## config.mk

```make
export PLATFORM = sky130hd
export DESIGN_NAME = neuron_mac_feed
export DESIGN_NICKNAME = d
export VERILOG_FILES = /design/src/rtl/nn_pkg.sv /design/src/rtl/mac_stage_mult.sv /design/src/rtl/neuron_mac_feed.sv
export SDC_FILE = /design/constraint.sdc
export NUM_CORES = 1
export LEC_CHECK = 0
export BUFFER_PORTS_ARGS = -buffer_cell sky130_fd_sc_hd__buf_2
export CAP_MARGIN = 20
export CORE_ASPECT_RATIO = 0.75
export CORE_MARGIN = 1.5
export CORE_UTILIZATION = 50
export CTS_CLUSTER_DIAMETER = 30
export DETAILED_ROUTE_END_ITERATION = 10
export MAX_ROUTING_LAYER = met4
export PLACE_DENSITY = 0.69
export SYNTH_ARGS = -nofsm -noshare
export SYNTH_HDL_FRONTEND = slang
export SYNTH_HIERARCHICAL = 1
export SYNTH_SLANG_ARGS = --single-unit
```

## constraint.sdc

```tcl
create_clock -name clk -period 9.2 [get_ports clk]
set_input_delay 1.84 -clock clk [delete_from_list [all_inputs] [get_ports clk]]
set_output_delay 1.84 -clock clk [all_outputs]
set_load 0.005 [all_outputs]
```

## src/rtl/nn_pkg.sv

```systemverilog
// nn_pkg: shared widths, FSM state type and 32-bit saturation helper for the neuron MAC feed.
package nn_pkg;
  localparam int ACT_W  = 11;
  localparam int WT_W   = 16;
  localparam int OUT_W  = 32;
  localparam int ACC_W  = 40;
  localparam int PROD_W = WT_W + ACT_W + 1;
  typedef enum logic {IDLE, ACC} state_e;
  function automatic logic signed [OUT_W-1:0] sat32(input logic signed [ACC_W-1:0] a);
    logic [ACC_W-OUT_W:0] hi;
    hi = a[ACC_W-1:OUT_W-1];
    return (&hi | ~|hi) ? a[OUT_W-1:0] : {a[ACC_W-1], {(OUT_W-1){~a[ACC_W-1]}}};
  endfunction
endpackage

```

## src/rtl/mac_stage_mult.sv

```systemverilog
// mac_stage_mult: registered signed weight x unsigned activation product, shaped for a single DSP slice.
module mac_stage_mult
  import nn_pkg::*;
(
  input  logic                     clk,
  input  logic                     rst_n,
  input  logic                     en_i,
  input  logic        [ACT_W-1:0]  act_i,
  input  logic signed [WT_W-1:0]   wt_i,
  output logic signed [PROD_W-1:0] prod_o
);
  logic signed [PROD_W-1:0] wt_x, act_x, prod_q;
  assign wt_x   = PROD_W'(wt_i);
  assign act_x  = PROD_W'({1'b0, act_i});
  assign prod_o = prod_q;
  always_ff @(posedge clk or negedge rst_n) begin
    if (!rst_n) prod_q <= '0;
    else if (en_i) prod_q <= wt_x * act_x;
  end
endmodule

```

## src/rtl/neuron_mac_feed.sv

```systemverilog
// neuron_mac_feed: bias + dot-product accumulator feeding the sigmoid input (dv_out/mac_out).
// Define NEURON_MAC_SAT_EN to saturate mac_out to 32 bits; otherwise it wraps.
module neuron_mac_feed
  import nn_pkg::*;
#(
  parameter int MAX_LEN = 256
) (
  input  logic                    clk,
  input  logic                    rst_n,
  input  logic                    dv_in,
  input  logic                    last_in,
  input  logic        [ACT_W-1:0] act_in,
  input  logic signed [WT_W-1:0]  wt_in,
  input  logic signed [OUT_W-1:0] bias_in,
  output logic                    busy,
  output logic                    dv_out,
  output logic        [OUT_W-1:0] mac_out,
  output logic                    len_err
);
  localparam int CW = $clog2(MAX_LEN);
  state_e                   state_q, state_d;
  logic [CW-1:0]            cnt_q, cnt_d;
  logic                     forced, close;
  logic                     s1_valid_q, s1_first_q, s1_last_q;
  logic signed [OUT_W-1:0]  bias_q;
  logic signed [PROD_W-1:0] prod;
  logic signed [ACC_W-1:0]  acc_q;
  logic                     done_q, res_v_q, dv_out_q, len_err_q;
  logic        [OUT_W-1:0]  res_d, res_q, mac_out_q;

  assign forced = (state_q == ACC) & dv_in & ~last_in & (cnt_q == CW'(MAX_LEN - 1));
  assign close  = dv_in & (last_in | forced);

  always_comb begin
    state_d = state_q;
    cnt_d   = cnt_q;
    if (dv_in) begin
      state_d = close ? IDLE : ACC;
      cnt_d   = close ? '0 : (state_q == IDLE ? CW'(1) : cnt_q + CW'(1));
    end
  end

  always_ff @(posedge clk or negedge rst_n) begin
    if (!rst_n) begin
      state_q <= IDLE;
      cnt_q   <= '0;
    end else begin
      state_q <= state_d;
      cnt_q   <= cnt_d;
    end
  end

  mac_stage_mult u_mult (
    .clk    (clk),
    .rst_n  (rst_n),
    .en_i   (dv_in),
    .act_i  (act_in),
    .wt_i   (wt_in),
    .prod_o (prod)
  );

`ifdef NEURON_MAC_SAT_EN
  assign res_d = sat32(acc_q);
`else
  assign res_d = OUT_W'(acc_q);
`endif

  // acc is captured into res one cycle after it completes so a back-to-back vector can reload it
  always_ff @(posedge clk or negedge rst_n) begin
    if (!rst_n) begin
      s1_valid_q <= 1'b0;
      s1_first_q <= 1'b0;
      s1_last_q  <= 1'b0;
      bias_q     <= '0;
      acc_q      <= '0;
      done_q     <= 1'b0;
      res_v_q    <= 1'b0;
      res_q      <= '0;
      dv_out_q   <= 1'b0;
      mac_out_q  <= '0;
      len_err_q  <= 1'b0;
    end else begin
      s1_valid_q <= dv_in;
      s1_first_q <= state_q == IDLE;
      s1_last_q  <= close;
      if (dv_in && state_q == IDLE) bias_q <= bias_in;
      if (s1_valid_q) acc_q <= (s1_first_q ? ACC_W'(bias_q) : acc_q) + ACC_W'(prod);
      done_q     <= s1_valid_q & s1_last_q;
      res_v_q    <= done_q;
      if (done_q) res_q <= res_d;
      dv_out_q   <= res_v_q;
      if (res_v_q) mac_out_q <= res_q;
      len_err_q  <= len_err_q | forced;
    end
  end

  assign busy    = (state_q == ACC) | s1_valid_q | done_q | res_v_q;
  assign dv_out  = dv_out_q;
  assign mac_out = mac_out_q;
  assign len_err = len_err_q;
endmodule

```

==> summary.md <==
| Metric | Value |
|---|---|
| CTS tree | yes |
| Distinct cell type count after synthesis | 74 |
| Largest family of logic cells by synthesized area | adder cells |
| CP Class | input pin to register |
| Routed WL | 30.9 mm |
| Period utilization | 0.745 |
| Num CTS Buffers | 17 |
| Cell Area, Synth | 15100 um2 |
| Hold Path Class | register to register |
| Max Clk Rate | 146 MHz |
| Clk_lat worst skew | 0.44 ns |
| Top FF cell, synth | dfrtp_1 |
| Length in cells of the worst reg-to-reg path | 12 |
| Fin crit period | 6.86 ns |
| WP buf/inv | 4 |
| Slowest stage cell, crit path | fa_1 |
| Core area | 29400 um2 |
| H-Tree Depth | 4 |
| Starting DRC count in detailed routing | 601 |
| Ys Warns | 6 |
| Drt wl/cell | 15.9 um |
| Worst-path clk slew | 0.07 ns |
| Mux cell area share after synthesis | 0.123 |
| Startpoint Class | input pin |
| Post-synthesis simple-gate area fraction | 0.106 |
| Status | completed |
| Placer Congestion | 0.885 |
| Vias in the first global route | 11100 |
| PortBufs | 97 |
| Total Nets Final | 1855 |
| Critical Path RT | 9.53 ns |
| Clock Sinks | 172 |
| Ys async rst share | 1.00 |
| Vias | 10300 |
| Post-synth EDFFs | 0 |
| Max Cap Violations | 0 |
| Skew final | 0.00782 ns |
| Seq/Total Area, Yosys | 0.285 |
| Adder-Cell Fraction of Synth Area | 0.293 |
| Dpl ws | 1.90 ns |
| Setup TNS | 0 ns |
| Post-Syn Nets | 1790 |
| HPWL Detailed | 23.7 mm |
| Synth Area in Compound Gates | 0.0866 |
| Area delta synth->final | 9.94% |
| Leak | 8.09 nW |
| Pre-Repair DR Iteration Count | 5 |
| Starting Density | 0.513 |
| I/O pin cnt | 98 |
| Synth Register Bits | 172 |
| Vias per std cell | 5.33 |
| RSZ-0062 raised after global routing | no |
| Hold WS | 0.449 ns |
| Initial antenna violation count | 1 |
| DIE WIDTH | 204 um |
| Stages on worst setup path | 18 |
| Multi-input logic area | 9570 um2 |
| Peak supply drop | 0.299 mV |
| Die area | 31200 um2 |
| Hold violation count in the final report | 0 |
| Top cell by count, worst path | fa_1 |
| Post-CTS Hold Fix Bufs | 0 |
| Largest net degree at the start of global routing | 92 |
| Least-Margin Pin Slew | 0.999 ns |
| Cell family with most CP delay | adder cells |
| Row cnt | 54 |
| Remaining DRCs | 0 |
| Routed Antenna Nets | 0 |
| First-pass GRT wire length | 53.6 mm |
| CTS-repair resized insts | 0 |
| GRT overflow | 0 |
| Cells after Synth | 1471 |
| FILL cells | 2582 |
| Worst setup slack after layout | 2.34 ns |
| Root buf cell | clkbuf_16 |
| XOR/XNOR Fraction of Synth Area | 0.0256 |
| Power Dens Cells | 379 nW/um2 |
| Pins Over Slew Limit | 0 |
| Die height | 153 um |
| Post-Syn Area per Cell | 10.2 um2 |
| Layout cell share with drive strength beyond 1 | 0.214 |
| Final setup violating endpoints | 0 |
| Post-CTS Setup Bufs | 0 |
| Gr usage total | 0.221 |
| Critical Path AT | 7.18 ns |
| Register Area | 4310 um2 |
| Critical Path Max Stage Delay | 0.61 ns |
| Hold path depth | 1 |
| CP Cell Sequence | buf_2, nand2_1, inv_1, fa_1, fa_1, fa_1, fa_1, inv_1, fa_1, inv_1, ha_1, nand3_1, or4_1, a21o_1, a31oi_4, o211ai_2, a21o_1, a31o_1 |
| Worst slew margin | 0.334 |
| Total chip power | 0.00629 W |
| Setup crit end kind | register |
| CTS Buffer Depth | 2 |
| Largest fanout on the critical path | 16 |
Yosys cell counts, types with 3 or more instances:
master	number	share of area
inv_1	258	0.064
dfrtp_1	172	0.29
nand2_1	171	0.043
fa_1	162	0.22
mux2_2	162	0.12
ha_1	94	0.078
and2_1	54	0.022
a21oi_1	47	0.016
clkbuf_1	46	0.011
xnor2_1	32	0.019
nor2_1	29	0.0072
o21ai_0	23	0.0076
a21o_1	18	0.0090
nand3_1	16	0.0053
nor3_1	12	0.0040
xor2_1	12	0.0070
nor2b_1	10	0.0041
o21ai_1	10	0.0033
a211oi_1	8	0.0040
o21a_1	8	0.0040
buf_1	7	0.0017
o211ai_1	7	0.0035
o21bai_1	7	0.0035
o31ai_1	7	0.0035
and3_1	6	0.0025
nand4_1	6	0.0025
a21o_2	4	0.0023
and3_2	4	0.0020
a211oi_2	3	0.0025
a311oi_1	3	0.0017
a31oi_1	3	0.0012
nand2b_1	3	0.0012
nand3b_1	3	0.0015
o221ai_1	3	0.0017
o22ai_1	3	0.0012
o2bb2ai_1	3	0.0017
or3_1	3	0.0012
or4_1	3	0.0015
layer usage:
layer,routed length (um),track usage,vias to the layer above
met2,14800,0.352,194
li1,-,-,4895
met3,1180,0.0352,38
met4,531,0.0564,0
met5,0,-,-
met1,14400,0.295,5219
power breakdown:
part	internal (W)	total [W]	leakage [nW]	switching, W
combinational	0.00191	0.00420	5.72	0.00229
clock	0.000502	0.000798	0.315	0.000296
sequential	0.00109	0.00129	2.06	0.000202
worst reg2reg max path, cell delays in order (launching register included):
cell and delay (ns):
dfrtp_1 0.71, buf_4 0.43, mux2_2 0.38, ha_1 0.34
a21o_1 0.18, a21o_1 0.16, a21o_2 0.21, o2bb2ai_1 0.18
nor3_2 0.31, o31a_1 0.23, o21bai_1 0.09, xor2_1 0.15
mux2_2 0.26
state kept, by name, indices dropped and copies added, names as in the netlist:
name and flops:
s1_last_q 1, done_q 1, s1_first_q 1, s1_valid_q 1, bias_q 32, acc_q 32, state_q 1, cnt_q 8
dv_out 1, res_q 32, res_v_q 1, u_mult/prod_o 28, mac_out 32, len_err 1
final timing paths:
check,startpoint,to,slack (ns)
max in group asynchronous,rst_n,s1_valid_q,6.51
setup reg to reg,s1_first_q,acc_q[26],5.44
hold / removal,s1_last_q,done_q,0.45
hold reg to reg,s1_last_q,done_q,0.45
setup / recovery,act_in[3],u_mult/prod_o[27],2.34
min in group asynchronous,rst_n,bias_q[9],1.47
cell families after synthesis:
logic type,Yosys count
simple gates,334
buf+inv,316
fa+ha+maj,256
compound gates,185
flops,172
mux,164
xor+xnor,44
area by class of cell:
| cell class | instances | area share |
|---|---|---|
| Antenna cell | 1 | 0.000151 |
| Clock buffer | 21 | 0.0284 |
| Clock inverter | 10 | 0.0113 |
| Inverter | 258 | 0.0584 |
| Multi-Input combinational cell | 983 | 0.577 |
| Sequential cell | 172 | 0.260 |
| Tap cell | 392 | 0.0296 |
| Timing Repair Buffer | 104 | 0.0353 |
stage by stage:
stage	instances	util	cell area [um2]
floorplan	1471	-	15100
global placement	1907	0.540	15900
detailed placement	1907	0.540	15900
CTS	1938	0.562	16500
global route	1941	0.564	16600
finish	1941	0.564	16600
layout by cell type (no fill, tap or decap), types with 16 or more instances in the layout:
cell	synthesis	routed
nor2_1	29	29
nand3_1	16	16
ha_1	94	94
nand2_1	171	171
inv_1	258	258
and2_1	54	54
fa_1	162	162
mux2_2	162	162
a21oi_1	47	47
a21o_1	18	18
xnor2_1	32	32
dfrtp_1	172	171
buf_2	2	96
clkbuf_16	0	17
o21ai_0	23	23
(Power assumes the default switching activity.)
